### src/rtl/int_ram_loader.sv
// Byte-stream command bridge that writes and reads back a 64x16 internal RAM.
// Frames are CMD, ADDR, CNT, then payload words (write) or streamed readback bytes (read).
module int_ram_loader #(
    parameter int AW = 6,
    parameter int RW = 16
) (
    input  logic          i_clk,
    input  logic          i_rst,
    input  logic [7:0]    i_rx_data,
    input  logic          i_rx_valid,
    output logic          o_rx_ready,
    output logic [7:0]    o_tx_data,
    output logic          o_tx_valid,
    input  logic          i_tx_ready,
    output logic [AW-1:0] o_ram_addr,
    output logic [RW-1:0] o_ram_data,
    output logic          o_ram_we,
    input  logic [RW-1:0] i_ram_data,
    output logic          o_busy
);

    localparam logic [7:0] CMD_WRITE = 8'h57;
    localparam logic [7:0] CMD_READ  = 8'h52;

    typedef enum logic [3:0] {
        S_IDLE,
        S_ADDR,
        S_CNT,
        S_WLO,
        S_WHI,
        S_RREQ,
        S_RWAIT,
        S_TLO,
        S_THI
    } state_t;

    state_t state, state_next;

    logic          is_write_q;
    logic [AW-1:0] addr_q;
    logic [7:0]    count_q;
    logic [7:0]    lo_q;
    logic [RW-1:0] hold_q;
    logic [AW-1:0] ram_addr_q;
    logic [RW-1:0] ram_data_q;
    logic          ram_we_q;

    logic rx_state;
    logic tx_state;
    logic rx_fire;
    logic tx_fire;
    logic last_word;

    // Handshakes are gated by reset so nothing is accepted or offered in the reset cycle.
    always_comb begin
        rx_state   = (state == S_IDLE) || (state == S_ADDR) || (state == S_CNT) ||
                     (state == S_WLO)  || (state == S_WHI);
        tx_state   = (state == S_TLO) || (state == S_THI);
        o_rx_ready = rx_state & ~i_rst;
        o_tx_valid = tx_state & ~i_rst;
        rx_fire    = i_rx_valid & o_rx_ready;
        tx_fire    = o_tx_valid & i_tx_ready;
        last_word  = (count_q == 8'd1);
        o_busy     = (state != S_IDLE);
        o_ram_addr = ram_addr_q;
        o_ram_data = ram_data_q;
        o_ram_we   = ram_we_q & ~i_rst;
    end

    always_comb begin
        o_tx_data = 8'h00;
        if (state == S_TLO) begin
            o_tx_data = hold_q[7:0];
        end else if (state == S_THI) begin
            o_tx_data = hold_q[15:8];
        end
    end

    // NOTE: every combinational output gets a default before the case so no path leaves it unassigned (no latch).
    always_comb begin
        state_next = state;
        case (state)
            S_IDLE: begin
                if (rx_fire && (i_rx_data == CMD_WRITE || i_rx_data == CMD_READ)) begin
                    state_next = S_ADDR;
                end
            end
            S_ADDR: begin
                if (rx_fire) begin
                    state_next = S_CNT;
                end
            end
            S_CNT: begin
                if (rx_fire) begin
                    if (i_rx_data == 8'd0) begin
                        state_next = S_IDLE;
                    end else if (is_write_q) begin
                        state_next = S_WLO;
                    end else begin
                        state_next = S_RREQ;
                    end
                end
            end
            S_WLO: begin
                if (rx_fire) begin
                    state_next = S_WHI;
                end
            end
            S_WHI: begin
                if (rx_fire) begin
                    state_next = last_word ? S_IDLE : S_WLO;
                end
            end
            S_RREQ:  state_next = S_RWAIT;
            S_RWAIT: state_next = S_TLO;
            S_TLO: begin
                if (tx_fire) begin
                    state_next = S_THI;
                end
            end
            S_THI: begin
                if (tx_fire) begin
                    state_next = last_word ? S_IDLE : S_RREQ;
                end
            end
            default: state_next = S_IDLE;
        endcase
    end

    // NOTE: sequential state uses non-blocking assignments so all registers update together at the edge.
    always_ff @(posedge i_clk) begin
        if (i_rst) begin
            state <= S_IDLE;
        end else begin
            state <= state_next;
        end
    end

    always_ff @(posedge i_clk) begin
        if (i_rst) begin
            is_write_q <= 1'b0;
            addr_q     <= '0;
            count_q    <= 8'd0;
            lo_q       <= 8'd0;
            hold_q     <= '0;
            ram_addr_q <= '0;
            ram_data_q <= '0;
            ram_we_q   <= 1'b0;
        end else begin
            ram_we_q <= 1'b0;
            case (state)
                S_IDLE: begin
                    if (rx_fire) begin
                        is_write_q <= (i_rx_data == CMD_WRITE);
                    end
                end
                S_ADDR: begin
                    if (rx_fire) begin
                        addr_q <= i_rx_data[AW-1:0];
                    end
                end
                S_CNT: begin
                    if (rx_fire) begin
                        count_q    <= i_rx_data;
                        ram_addr_q <= addr_q;
                    end
                end
                S_WLO: begin
                    if (rx_fire) begin
                        lo_q <= i_rx_data;
                    end
                end
                // The write is issued the cycle after the high byte so the next low byte can land meanwhile.
                S_WHI: begin
                    if (rx_fire) begin
                        ram_we_q   <= 1'b1;
                        ram_data_q <= {i_rx_data, lo_q};
                        ram_addr_q <= addr_q;
                        addr_q     <= addr_q + 1'b1;
                        count_q    <= count_q - 8'd1;
                    end
                end
                S_RWAIT: begin
                    hold_q <= i_ram_data;
                end
                S_THI: begin
                    if (tx_fire) begin
                        addr_q     <= addr_q + 1'b1;
                        ram_addr_q <= addr_q + 1'b1;
                        count_q    <= count_q - 8'd1;
                    end
                end
                default: begin
                end
            endcase
        end
    end

endmodule

### config.mk
export PLATFORM = sky130hd
export DESIGN_NAME = int_ram_loader
export DESIGN_NICKNAME = d
export VERILOG_FILES = /design/src/rtl/int_ram_loader.sv
export SDC_FILE = /design/constraint.sdc
export NUM_CORES = 1
export LEC_CHECK = 0
export CORE_MARGIN = 2
export CORE_UTILIZATION = 54
export CTS_BUF_LIST = sky130_fd_sc_hd__clkbuf_4 sky130_fd_sc_hd__clkbuf_8
export DETAILED_ROUTE_END_ITERATION = 8
export GPL_ROUTABILITY_DRIVEN = 0
export HOLD_SLACK_MARGIN = 0.05
export PLACE_DENSITY = 0.82
export SETUP_SLACK_MARGIN = 0.15
export SLEW_MARGIN = 20
export SYNTH_ARGS = -nofsm -noshare
export SYNTH_HDL_FRONTEND = slang
export SYNTH_SLANG_ARGS = --single-unit
export TNS_END_PERCENT = 1
### constraint.sdc
create_clock -name i_clk -period 2.3 [get_ports i_clk]
set_input_delay 0.46 -clock i_clk [delete_from_list [all_inputs] [get_ports i_clk]]
set_output_delay 0.46 -clock i_clk [all_outputs]
set_load 0.05 [all_outputs]
==> flow_metrics.py <==
metrics = {
    "run_status": {
        "status": "finished, final reports clean",
    },
    "clock_tree": {
        "clk_path_buf_depth": 2,
        "clk_latency_ns": 0.35,
        "cts_tree": "built",
        "cts_buffers": 9,
        "path_clk_slew_ns": 0.07,
        "htreeDepth": 3,
        "cts_root_buffer": "clkbuf_8",
        "clkSinkCount": 66,
    },
    "detailed_routing": {
        "via_count": 3254,
        "wl_per_cell_um": 15.9,
        "drtIter0Drc": 273,
        "viasPerCell": 5.98,
        "drc": 0,
        "firstDrtPassIters": 5,
        "antenna_left": 0,
        "wl_mm": 8.63,
    },
    "cells_and_area": {
        "nFillCells": 413,
        "n_antenna_cell": 0,
        "final_layout_size_suffix_gt1_share_pct": 16.6,
        "seq_area_um2": 1330,
        "final_area_um2": 4380,
        "nets": 495,
        "areaGrowthSynthToFinish_pct": 36.2,
        "finalNonFillerCells": 544,
        "multi_input_area_um2": 1730,
    },
    "setup_path": {
        "endpoint": "o_tx_data[2]",
        "path_buf_inv": 2,
        "r2r_slack_ns": 0.37,
        "critPathTopFamily": "flip-flops",
        "slowest_delay_ns": 0.45,
        "crit_slowest_cell": "dfxtp_4",
        "worstSetupPathType": "reg -> out",
        "reg2reg_depth": 5,
        "cp_data_required_time_ns": 1.84,
        "cp_cell_sequence": "and4b_1, buf_4, a22o_1, buf_12",
        "startpoint": "state[3]",
        "reg2reg_to": "count_q[6]",
        "arrival_ns": 1.66,
        "end_kind": "primary output",
        "cp.depth": 4,
        "timing.rr.start": "state[2]",
        "cp-start-kind": "flip-flop",
        "path_max_fanout": 14,
    },
    "power_and_ir_drop": {
        "leakage_uw": 0.00159,
        "p_per_area_nw_per_um2": 530,
        "ir_drop_mv": 0.413,
    },
    "timing": {
        "slew_headroom_pct": 58.2,
        "fin_crit_ns": 2.12,
        "hold_viol": 0,
        "setup_viol": 0,
        "rsz0062_at_grt": "true",
        "worst_clock_skew_ns": 0.00700,
        "fmax_ghz": 0.471,
        "slew_viol_final": 0,
        "worst_pin_slew_ns": 0.623,
        "fin_crit_sh_pct": 92.3,
    },
    "logic_synthesis": {
        "synth_commonest_cells": "nand2_1 (79), dfxtp_1 (66), a21oi_1 (40)",
        "synth_top_area_share_pct": 41.1,
        "syn_area_um2": 3220,
        "synth-seq-cells": 66,
        "yosysTopAreaCell": "dfxtp_1",
        "synth_area_per_cell_um2": 8.25,
        "synth.area.top_cells": "dfxtp_1 (41%), nand2_1 (9.2%), a21oi_1 (6.2%)",
        "synth_cell_types": 59,
        "synth_most_common_cell": "nand2_1",
        "ys_warn_count": 0,
        "synth_nets": 421,
        "yosysSeqAreaShare_pct": 41.1,
        "synthCells": 390,
        "synth_edf_count": 0,
        "async_reset_ff_share_pct": 0,
        "synthFlopType": "dfxtp_1",
    },
    "placement": {
        "io_buffers": 61,
        "placed_area_um2": 4080,
        "dp_cells": 521,
        "hpwl_mm": 5.94,
    },
    "grt": {
        "grt_util_all_layers_pct": 27.3,
        "grt_max_degree": 30,
        "grt_pass1_wl_mm": 13.9,
        "antenna_found_initial": 0,
        "first_global_vias": 2953,
        "grt_overflow": 0,
    },
    "die": {
        "die_y_um": 81.2,
        "io_pins": 62,
        "start_util_pct": 55.0,
        "row_count": 28,
        "die_area_um2": 6590,
        "die_w_um": 81.2,
        "core_um2": 5850,
    },
    "job": {
        "maxCapViolations": 0,
    },
    "hold_path": {
        "hold_path.class": "reg -> reg",
    },
}
-- metrics by stage --
step | setup WS, ns | hold slack (ns) | utilization (%) | TNS, ns | total power [µW]
finish | 0.177 | 0.457 | 74.9 | 0 | 2320
global route | 0.108 | 0.473 | 74.9 | 0 | 2380
CTS | 0.133 | 0.458 | 73.7 | 0 | 2320
detailed placement | 0.0492 | 0.448 | 69.7 | 0 | 1300
global placement | 0.139 | 0.441 | 69.7 | 0 | 1300
floorplan | -0.0304 | 0.432 | - | -0.0304 | 1210
-- how the worst min path moves through the flow --
stage                              from            end  slack (ns)  cells after the start
after floorplan                 lo_q[0]  o_ram_data[0]        0.43                      2
after global routing      o_ram_data[2]  o_ram_data[2]        0.47                      2
after global placement          lo_q[7]  o_ram_data[7]        0.44                      2
final                           lo_q[0]  o_ram_data[0]        0.46                      2
after CTS                       lo_q[0]  o_ram_data[0]        0.46                      2
after detailed placement        lo_q[0]  o_ram_data[0]        0.45                      2
-- worst reg2reg max path, cell delays in order (launching register included) --
cell     delay (ns)
dfxtp_4        0.39
buf_4          0.19
xnor2_1        0.53
nor2_2         0.20
mux2_2         0.31
a32o_1         0.20
-- registers in the layout, summed over array words and instances (netlist names), 4 cells and up --
register / flops
o_ram_addr: 6
hold_q: 16
lo_q: 8
o_ram_data: 16
addr_q: 6
state: 4
count_q: 8
-- repair_timing --
| action | 4_1_cts | 5_1_grt |
|---|---|---|
| hold buffers | 0 | 0 |
| pin swaps | 0 | 2 |
| endpoints found under the setup margin | 11 | 11 |
| setup buffers | 1 | 6 |
| gates resized for setup | 6 | 7 |
| cloned | 0 | 0 |
-- where the power goes --
part / internal (µW) / switching [µW] / leakage, µW
logic: 68.1 / 67.3 / 0.000954
clock network: 563 / 484 / 0.0000982
registers: 1140 / 0.852 / 0.000534
total: 1770 / 553 / 0.00159
-- per-layer routing --
layer	vias to the layer above	part of all wire, %	GRT usage [%]
met1	1518	42	35.1
met5	-	0	0
met4	0	3.2	13.9
li1	1561	-	-
met2	144	48	43.7
met3	31	6.9	5.22
-- cell type report --
| type | count | area share (%) |
|---|---|---|
| multi-input cells | 286 | 39.6 |
| flip-flops and latches | 66 | 30.4 |
| repair buffers | 93 | 22.3 |
| clock buffers | 11 | 3.46 |
| well taps | 75 | 2.14 |
| clock inverters | 5 | 1.40 |
| inverters | 8 | 0.685 |
-- cells by family (layout without fill, tap and decap cells) --
| group | after synthesis | in the layout | synth area share (%) |
|---|---|---|---|
| AO/OA/AOI/OAI | 109 | 109 | 23.1 |
| XOR/XNOR | 8 | 8 | 2.18 |
| adder cells (fa/ha/maj) | 3 | 3 | 1.17 |
| buffers and inverters | 38 | 117 | 5.64 |
| flip-flops | 66 | 66 | 41.1 |
| multiplexers | 10 | 10 | 3.15 |
| AND/OR/NAND/NOR | 156 | 156 | 23.8 |
-- placed cells by master, fill, tap and decap left out, drive strengths merged, types with 3 or more instances in the layout --
master	n
o2111ai	3
ha	3
nand3b	3
nand3	10
nor3	7
nor2	27
o31ai	3
a21oi	40
a31oi	3
a32o	9
nand2	79
xnor2	6
a22o	9
nor4	3
dfxtp	66
nor2b	3
clkdlybuf4s50	48
nand2b	3
clkbuf	11
nor4bb	3
o21ai	16
inv	9
a311oi	3
clkinvlp	3
mux2i	9
and3	3
buf	45
a211oi	6
No activity file was read; power rests on OpenSTA's default activity.
